`config.mk`:
```
export PLATFORM = sky130hd
export DESIGN_NAME = axi_dw_r_packer
export DESIGN_NICKNAME = d
export VERILOG_FILES = /design/src/rtl/axi_dw_r_packer.sv
export SDC_FILE = /design/constraint.sdc
export NUM_CORES = 1
export LEC_CHECK = 0
export CAP_MARGIN = 10
export CORE_AREA = 2 2 122 124
export DETAILED_ROUTE_END_ITERATION = 10
export DIE_AREA = 0 0 124 126
export MAX_ROUTING_LAYER = met4
export PLACE_DENSITY = 0.75
export SYNTH_ARGS = -nofsm -noshare
export SYNTH_HDL_FRONTEND = slang
export SYNTH_SLANG_ARGS = --single-unit
```
`constraint.sdc`:
```
create_clock -name clk_i -period 2.1 [get_ports clk_i]
set_clock_uncertainty 0.15 [all_clocks]
set_input_delay 0.21 -clock clk_i [delete_from_list [all_inputs] [get_ports clk_i]]
set_output_delay 0.21 -clock clk_i [all_outputs]
set_load 0.02 [all_outputs]
```
`src/rtl/axi_dw_r_packer.sv`:
```
// axi_dw_r_packer
//   Packs narrow AXI R beats into wide R beats (read-path upsizer).
//   A per-burst command gives the starting byte offset. The offset selects the
//   first narrow lane that is filled. A wide beat is emitted when the top lane
//   has been written or the narrow beat carries RLAST. Lanes that were never
//   written read as zero.
//
// Ports
//   clk_i, rst_ni     clock, asynchronous active-low reset
//   cmd_*             burst command push (start offset within the wide word)
//   nr_*              narrow R channel (sink)
//   wr_*              wide R channel (source, registered)
module axi_dw_r_packer #(
  parameter int unsigned NarrowDataWidth = 32,
  parameter int unsigned WideDataWidth   = 64,
  parameter int unsigned IdWidth         = 4,
  parameter int unsigned UserWidth       = 1,
  parameter int unsigned CmdDepth        = 4
) (
  input  logic                                 clk_i,
  input  logic                                 rst_ni,
  input  logic                                 cmd_valid_i,
  output logic                                 cmd_ready_o,
  input  logic [$clog2(WideDataWidth/8)-1:0]   cmd_offset_i,
  input  logic                                 nr_valid_i,
  output logic                                 nr_ready_o,
  input  logic [NarrowDataWidth-1:0]           nr_data_i,
  input  logic [1:0]                           nr_resp_i,
  input  logic                                 nr_last_i,
  input  logic [IdWidth-1:0]                   nr_id_i,
  input  logic [UserWidth-1:0]                 nr_user_i,
  output logic                                 wr_valid_o,
  input  logic                                 wr_ready_i,
  output logic [WideDataWidth-1:0]             wr_data_o,
  output logic [1:0]                           wr_resp_o,
  output logic                                 wr_last_o,
  output logic [IdWidth-1:0]                   wr_id_o,
  output logic [UserWidth-1:0]                 wr_user_o
);

  localparam int unsigned Ratio = WideDataWidth / NarrowDataWidth;
  localparam int unsigned LaneW = $clog2(Ratio);
  localparam int unsigned OffW  = $clog2(WideDataWidth / 8);
  localparam int unsigned NbW   = $clog2(NarrowDataWidth / 8);
  localparam int unsigned PtrW  = (CmdDepth > 1) ? $clog2(CmdDepth) : 1;
  localparam int unsigned CntW  = $clog2(CmdDepth + 1);

  typedef enum logic {
    S_IDLE,
    S_FILL
  } state_t;

  // Command FIFO stores the start lane directly rather than the raw offset.
  logic [LaneW-1:0]         r_fifo [CmdDepth];
  logic [PtrW-1:0]          r_wptr;
  logic [PtrW-1:0]          r_rptr;
  logic [CntW-1:0]          r_count;

  state_t                   r_state;
  logic [LaneW-1:0]         r_lane;
  logic [WideDataWidth-1:0] r_acc;
  logic [1:0]               r_acc_resp;

  logic                     r_wvalid;
  logic [WideDataWidth-1:0] r_wdata;
  logic [1:0]               r_wresp;
  logic                     r_wlast;
  logic [IdWidth-1:0]       r_wid;
  logic [UserWidth-1:0]     r_wuser;

  logic                     w_empty;
  logic                     w_full;
  logic                     w_push;
  logic                     w_pop;
  logic                     w_completes;
  logic                     w_nr_hs;
  logic [WideDataWidth-1:0] w_merged;
  logic [1:0]               w_resp_merged;
  logic [LaneW-1:0]         w_push_lane;

  assign w_empty     = (r_count == '0);
  assign w_full      = (r_count == CntW'(CmdDepth));
  assign cmd_ready_o = !w_full;
  assign w_push      = cmd_valid_i && cmd_ready_o;
  assign w_push_lane = cmd_offset_i[OffW-1:NbW];

  assign w_completes = (r_lane == LaneW'(Ratio - 1)) || nr_last_i;
  // A completing beat may only be taken if the output register is free or
  // draining in this same cycle.
  assign nr_ready_o  = (r_state == S_FILL) &&
                       (!w_completes || !r_wvalid || wr_ready_i);
  assign w_nr_hs     = nr_valid_i && nr_ready_o;
  assign w_pop       = w_nr_hs && nr_last_i;

  always_comb begin
    w_merged = r_acc;
    for (int unsigned i = 0; i < Ratio; i++) begin
      if (r_lane == LaneW'(i)) begin
        w_merged[i*NarrowDataWidth +: NarrowDataWidth] = nr_data_i;
      end
    end
  end

  // Resp encodings are already ordered by severity, so numeric max suffices.
  assign w_resp_merged = (nr_resp_i > r_acc_resp) ? nr_resp_i : r_acc_resp;

  always_ff @(posedge clk_i) begin
    if (w_push) begin
      r_fifo[r_wptr] <= w_push_lane;
    end
  end

  always_ff @(posedge clk_i or negedge rst_ni) begin
    if (!rst_ni) begin
      r_wptr  <= '0;
      r_rptr  <= '0;
      r_count <= '0;
    end else begin
      if (w_push) begin
        r_wptr <= (r_wptr == PtrW'(CmdDepth - 1)) ? '0 : r_wptr + 1'b1;
      end
      if (w_pop) begin
        r_rptr <= (r_rptr == PtrW'(CmdDepth - 1)) ? '0 : r_rptr + 1'b1;
      end
      if (w_push && !w_pop) begin
        r_count <= r_count + 1'b1;
      end else if (w_pop && !w_push) begin
        r_count <= r_count - 1'b1;
      end
    end
  end

  always_ff @(posedge clk_i or negedge rst_ni) begin
    if (!rst_ni) begin
      r_state    <= S_IDLE;
      r_lane     <= '0;
      r_acc      <= '0;
      r_acc_resp <= '0;
    end else begin
      case (r_state)
        S_IDLE: begin
          if (!w_empty) begin
            r_lane     <= r_fifo[r_rptr];
            r_acc      <= '0;
            r_acc_resp <= '0;
            r_state    <= S_FILL;
          end
        end
        S_FILL: begin
          if (w_nr_hs) begin
            if (w_completes) begin
              r_acc      <= '0;
              r_acc_resp <= '0;
              r_lane     <= '0;
            end else begin
              r_acc      <= w_merged;
              r_acc_resp <= w_resp_merged;
              r_lane     <= r_lane + 1'b1;
            end
            if (nr_last_i) begin
              r_state <= S_IDLE;
            end
          end
        end
        default: r_state <= S_IDLE;
      endcase
    end
  end

  always_ff @(posedge clk_i or negedge rst_ni) begin
    if (!rst_ni) begin
      r_wvalid <= 1'b0;
      r_wdata  <= '0;
      r_wresp  <= '0;
      r_wlast  <= 1'b0;
      r_wid    <= '0;
      r_wuser  <= '0;
    end else if (w_nr_hs && w_completes) begin
      r_wvalid <= 1'b1;
      r_wdata  <= w_merged;
      r_wresp  <= w_resp_merged;
      r_wlast  <= nr_last_i;
      r_wid    <= nr_id_i;
      r_wuser  <= nr_user_i;
    end else if (wr_ready_i) begin
      r_wvalid <= 1'b0;
    end
  end

  assign wr_valid_o = r_wvalid;
  assign wr_data_o  = r_wdata;
  assign wr_resp_o  = r_wresp;
  assign wr_last_o  = r_wlast;
  assign wr_id_o    = r_wid;
  assign wr_user_o  = r_wuser;

endmodule

```
==> reports/results.ini, run 1 <==
[timing]
period_share = 0.965
rsz0062_at_grt = false
fmax_mhz = 494
period_minus_slack_ns = 2.03
tightest_slew_ns = 0.840
hold_viol_final = 0
setup_viol_count_final = 0
slew_headroom = 0.440
finalWorstSetupSlack_ns = 0.0743
slew_viol_final = 0

[setup_path]
rr_worst_depth = 9
cp_slowest_cell = dfrtp_4
arrival_ns = 2.21
r2r-start = r_lane
worst-path-max-fanout = 3
cp-end-kind = register
rrSetupSlack_ns = 0.07
path_class = register to register
regToRegEndpoint = r_count[2]
crit_required_ns = 2.29
crit_chain = nor2_4 -> o21ba_4 -> nand2_2 -> ha_4 -> inv_1 -> fa_1 -> xor2_1 -> nor2_1 -> xor2_1
path_common_cell = xor2_1
critPathMaxStageDelay_ns = 0.44
startpoint_type = register

[logic_synthesis]
ys_warn_count = 0
ys_ff_latch = 152
async_reset_ff_frac = 0.974
synthFlopType = dfrtp_1
synth_edf_count = 4
yosysUniqueCellTypes = 36
synth.cell_area_mm2 = 0.00664
synth_fp_nets = 663
netlist_instances = 605
synth_sequential_area_ratio = 0.576
syn_avg_cell_area_um2 = 11.0

[cells_and_area]
fin_nets = 790
insertedDiodeCount = 0
drive_gt1_frac = 0.145
final_area_mm2 = 0.00888
fin_cells = 929
n_fill_cell = 1116
syn_to_final_growth_pct = 33.6

[detailed_routing]
drcViolationCount = 0
routed_wirelength_mm = 15.3
top_layer = met4
wl_met2_mm = 7.86
drtAntennaViolNets = 0
first_pass_iters = 4
viasPerCell = 5.25
avgRoutedWirePerCell_um = 16.5
drt_iter0_drc = 299
wl_met1_mm = 6.58
dr_wl_met3_um = 577
vias = 4875

[place]
dp_cells = 894
numPortBuffers = 120
placed_cell_area_mm2 = 0.00818
routabilityCongestion = 0.807
pre_cts_slack_ns = -0.275
dp_hpwl_mm = 10.0

[power]
irDropWorstVdd_v = 0.000838
power_w = 0.0132
p_leak_nw = 4.09
p_per_area_mw_per_mm2 = 1480

[clock_tree]
clock_sinks = 152
clock_latency_ns = 0.42
cts_tree = done
cts.reportedPaths.clkPinSlew_ns = 0.06
cts_root_buf = clkbuf_16
htreeDepth = 4
cts_buffers = 17
cts.path.max_buffers = 2

[grt]
grt_max_degree = 68
antenna_found_initial = 0
grt-ovfl-total = 0
grt_pass1_vias = 5064
grt_pass1_wl_mm = 25.3
grt_usage = 0.217

[job]
drv_cap = 0

[worst_hold_path]
hp-class = input pin to asynchronous set/reset pin

[floorplan]
core_area_mm2 = 0.0143
fp.dieW_um = 124
placementRows = 44
die_h_um = 126
initial_core_util = 0.464
io_pins = 123
die_area_mm2 = 0.0156

[run_status]
status = finished clean

[placed cells by master (no fill, tap or decap), drive strengths merged, types with 3 or more instances in the layout]
cell type and count:
buf 30, nand4 32, inv 42, edfxtp 4, dfrtp 148, and3 4
mux2i 65, and2 34, nand2 91, clkbuf 21, o21ai 100, clkdlybuf4s50 118
ha 9, bufinv 5, mux2 5, nor2 8, clkinv 3
[power by group]
part           total (W)  leakage, nW  internal, W  switching (W)
Clock            0.00339        0.320      0.00221        0.00118
Sequential       0.00443         1.99      0.00387       0.000559
Combinational    0.00534         1.78      0.00248        0.00286
[synthesized netlist by cell type, types with 5 or more instances]
| cell | n | area share |
|---|---|---|
| dfrtp_1 | 148 | 0.56 |
| nand2_1 | 91 | 0.051 |
| mux2i_1 | 65 | 0.098 |
| o21ai_0 | 46 | 0.035 |
| inv_1 | 41 | 0.023 |
| and2_1 | 34 | 0.032 |
| nand4_1 | 32 | 0.030 |
| o21ai_2 | 31 | 0.041 |
| clkbuf_1 | 25 | 0.014 |
| o21ai_1 | 23 | 0.017 |
| ha_1 | 9 | 0.017 |
| buf_2 | 8 | 0.0060 |
| nor2_1 | 8 | 0.0045 |
| buf_6 | 7 | 0.012 |
| mux2_2 | 5 | 0.0085 |
[how the worst max path moves through the flow]
stage	from	endpoint
6_report	r_lane	r_count[2]
5_1_grt	r_lane	r_count[2]
4_1_cts	r_lane	wr_data_o[15]
3_5_place_dp	nr_valid_i	r_count[1]
3_3_place_gp	nr_valid_i	r_count[1]
2_1_floorplan	r_lane	r_count[2]
[sequential cells by signal (all words and copies together), names as in the netlist, 2 cells and up]
signal	count
r_acc	64
wr_data_o	64
r_rptr	2
wr_id_o	4
r_count	3
wr_resp_o	2
r_fifo	4
r_wptr	2
r_acc_resp	2
[logic make-up after synthesis]
family / synth area share
AND/OR/NAND/NOR: 0.130
flip-flops: 0.576
AO/OA/AOI/OAI: 0.103
buffers and inverters: 0.0575
multiplexers: 0.110
adder cells (fa/ha/maj): 0.0200
XOR/XNOR: 0.00396
[timing repair]
item,in CTS,in global routing
pin swaps,0,1
setup buffers,0,2
resized for setup,3,3
setup endpoints to repair,1,12
hold buffers,1,0
endpoints found under the hold margin,148,0
[final cells by class]
cell class | instances | area [um^2] | area share
multi-input cells | 370 | 2470 | 0.279
inverters | 41 | 154 | 0.0173
flip-flops and latches | 152 | 3830 | 0.431
clock inverters | 11 | 193 | 0.0217
well taps | 184 | 230 | 0.0259
repair buffers | 150 | 1530 | 0.172
clock buffers | 21 | 470 | 0.0530
[per-layer routing]
layer | GRT usage | vias up
met3 | 0.0453 | 22
li1 | - | 2299
met5 | - | -
met4 | 0.0912 | 0
met1 | 0.273 | 2424
met2 | 0.339 | 130
[worst max-delay path: cells and delay by family, from the launching register on]
kind | cells | cell delay (ns)
buf+inv | 1 | 0.04
compound gates | 1 | 0.22
simple gates | 3 | 0.25
fa+ha+maj | 2 | 0.50
xor+xnor | 2 | 0.34
flops | 1 | 0.44
[stage by stage]
| step | hold WS, ns | TNS, ns | utilization |
|---|---|---|---|
| 3_5_place_dp | -0.0384 | -0.971 | 0.571 |
| 5_1_grt | 0.0926 | 0 | 0.620 |
| 3_3_place_gp | -0.0489 | -0.526 | 0.571 |
| 6_report | 0.0852 | 0 | 0.620 |
| 2_1_floorplan | -0.236 | 0 | - |
| 4_1_cts | 0.0708 | 0 | 0.618 |
No activity file was read; power rests on OpenSTA's default activity.
==> run 2: changes to the inputs <==
Settings changed: MAX_ROUTING_LAYER met4 to not set.
==> run 2 against run 1 <==
  * Worst hold slack got worse by 0.0049 ns
  * First-iteration DRC count shrank 17%
  * Critical path depth is the same
  * Sequential cell count stayed put
  * Register-to-register slack barely moved
  * Routed wire length shrank 0.27%
  * Largest cell class unchanged
  * Critical path type unchanged
  * Maximum frequency up 0.51%
  * Worst setup slack improved by 0.010 ns
  * Count of clock-buffer cells in the layout stayed put
==> reports/results.ini, run 2 (synthesis gave the netlist of run 1 again) <==
[run_status]
status = finished clean  ; unchanged

[setup_path]
rrSetupSlack_ns = 0.08  ; was 0.07 ns
regToRegEndpoint = r_count[2]  ; unchanged
cp-startpoint = r_lane  ; unchanged
cp-endpoint = r_count[2]  ; unchanged
arrival_ns = 2.21  ; about the same
critPathMaxStageDelay_ns = 0.44  ; about the same
path_common_cell = xor2_1  ; unchanged
crit_chain = nor2_4 -> o21ba_4 -> nand2_2 -> ha_4 -> inv_1 -> fa_1 -> xor2_1 -> nor2_1 -> xor2_1  ; unchanged
rr_worst_depth = 9  ; unchanged
r2r-start = r_lane  ; unchanged
crit_required_ns = 2.29  ; about the same
cp_slowest_cell = dfrtp_4  ; unchanged
path_class = register to register  ; unchanged
worst-path-max-fanout = 3  ; unchanged
startpoint_type = register  ; unchanged
cp-end-kind = register  ; unchanged

[detailed_routing]
drtAntennaViolNets = 0  ; unchanged
drcViolationCount = 0  ; unchanged
viasPerCell = 5.22  ; was 5.25
avgRoutedWirePerCell_um = 16.4  ; was 16.5 um
vias = 4852  ; was 4875
routed_wirelength_mm = 15.3  ; about the same
drt_iter0_drc = 248  ; was 299
first_pass_iters = 5  ; was 4

[cells_and_area]
fin_util = 0.620  ; unchanged
insertedDiodeCount = 0  ; unchanged
final_common_cell = dfrtp_1  ; unchanged
final_area_mm2 = 0.00888  ; unchanged
fin_nets = 790  ; unchanged
final_cell_mix = dfrtp_1 (147), clkdlybuf4s50_1 (118), nand2_1 (89), mux2i_1 (65), o21ai_0 (46)  ; unchanged
drive_gt1_frac = 0.145  ; unchanged
n_fill_cell = 1116  ; unchanged
syn_to_final_growth_pct = 33.6  ; unchanged

[grt]
grt_pass1_vias = 5054  ; was 5064
grt_pass1_wl_mm = 25.3  ; about the same
grt-ovfl-total = 0  ; unchanged
grt_max_degree = 68  ; unchanged
antenna_found_initial = 0  ; unchanged
grt_usage = 0.210  ; was 0.217

[clock_tree]
cts_root_buf = clkbuf_16  ; unchanged
clock_sinks = 152  ; unchanged
cts_buffers = 17  ; unchanged
htreeDepth = 4  ; unchanged
clock_latency_ns = 0.42  ; about the same
cts.path.max_buffers = 2  ; unchanged
cts.reportedPaths.clkPinSlew_ns = 0.06  ; about the same
cts_tree = done  ; unchanged

[worst_hold_path]
hp-class = input pin to asynchronous set/reset pin  ; unchanged

[timing]
fmax_mhz = 496  ; was 494 MHz
slew_viol_final = 0  ; unchanged
slew_headroom = 0.446  ; was 0.440
period_share = 0.960  ; was 0.965
period_minus_slack_ns = 2.02  ; was 2.03 ns
tightest_slew_ns = 0.831  ; was 0.840 ns
setup_viol_count_final = 0  ; unchanged
rsz0062_at_grt = false  ; unchanged
hold_viol_final = 0  ; unchanged

[power]
power_frac_seq = 0.337  ; about the same
p_per_area_mw_per_mm2 = 1480  ; about the same
clock_power_share = 0.258  ; was 0.257
p_leak_nw = 4.09  ; unchanged
irDropWorstVdd_v = 0.000838  ; about the same
power_w = 0.0132  ; about the same
swShare = 0.350  ; about the same
power_switching_w = 0.00461  ; about the same
cell_internal_pwr_w = 0.00855  ; about the same
share_comb_of_total_power = 0.406  ; about the same

[floorplan]
die_area_mm2 = 0.0156  ; unchanged
placementRows = 44  ; unchanged
core_area_mm2 = 0.0143  ; unchanged
initial_core_util = 0.464  ; unchanged
die_h_um = 126  ; unchanged
fp.dieW_um = 124  ; unchanged
io_pins = 123  ; unchanged

[place]
numPortBuffers = 120  ; unchanged
routabilityCongestion = 0.795  ; was 0.807
placed_cell_area_mm2 = 0.00818  ; unchanged
dp_hpwl_mm = 10.0  ; unchanged

[job]
drv_cap = 0  ; unchanged

==> run 2: cell counts in the layout (fill, tap and decap cells not counted) <==
Identical to the previous run, type by type.
==> run 2: metal layers <==
| layer | vias up | part of all wire | GRT usage |
|---|---|---|---|
| met2 | 115 | 0.51 | 0.339 |
| li1 | 2300 | - | - |
| met5 | - | 0 | 0 |
| met4 | 0 | 0.026 | 0.0912 |
| met1 | 2408 | 0.43 | 0.270 |
| met3 | 29 | 0.034 | 0.0489 |
==> run 2: power by group through the flow <==
stage,combinational (W),sequential (W),clock [W]
5_1_grt,0.00578,0.00454,0.00358
3_3_place_gp,0.00520,0.00443,0
3_5_place_dp,0.00534,0.00448,0
6_report,0.00534,0.00443,0.00339
4_1_cts,0.00537,0.00444,0.00346
2_1_floorplan,0.00225,0.00522,0
==> run 2: worst max-delay path: cells and delay by family, from the launching register on <==
family                     cells  cell delay (ns)
AOI/OAI and AO/OA              1             0.22
buffers and inverters          1             0.04
DFF                            1             0.44
xor gates and xnor gates       2             0.34
and+or+nand+nor                3             0.24
adders and majority gates      2             0.50
==> run 2: metrics by stage <==
step                      setup WS, ns  setup TNS, ns  hold slack (ns)  std cells
after floorplan                 0.0166              0           -0.236        605
after global placement          -0.245         -0.526          -0.0489        894
after detailed placement        -0.275         -0.971          -0.0384        894
after CTS                       0.0149              0           0.0708        927
after global routing           0.00945              0           0.0910        929
final                           0.0846              0           0.0803        929
==> run 2: how the worst min path moves through the flow <==
stage | slack (ns) | cells past startpoint | end
2_1_floorplan | -0.24 | 0 | r_acc[0]
3_3_place_gp | -0.05 | 1 | wr_data_o[27]
3_5_place_dp | -0.04 | 1 | wr_data_o[27]
4_1_cts | 0.07 | 2 | wr_data_o[27]
5_1_grt | 0.09 | 2 | wr_data_o[31]
6_report | 0.08 | 2 | wr_data_o[27]
==> run 2: layout make-up <==
class                      instances  area, um^2  share of cell area
clock buffer                      21         470              0.0530
clock inverter                    11         193              0.0217
inverter                          41         154              0.0173
multi-input combinational        370        2470               0.279
sequential                       152        3830               0.431
tap                              184         230              0.0259
timing repair buffer             150        1530               0.172
==> run 2: repair_timing <==
item / CTS / global route
setup endpoints to repair: 1 / 15
pin swaps: 0 / 1
setup buffers: 0 / 2
endpoints found under the hold margin: 148 / 0
resized for setup: 3 / 3
hold buffers: 1 / 0
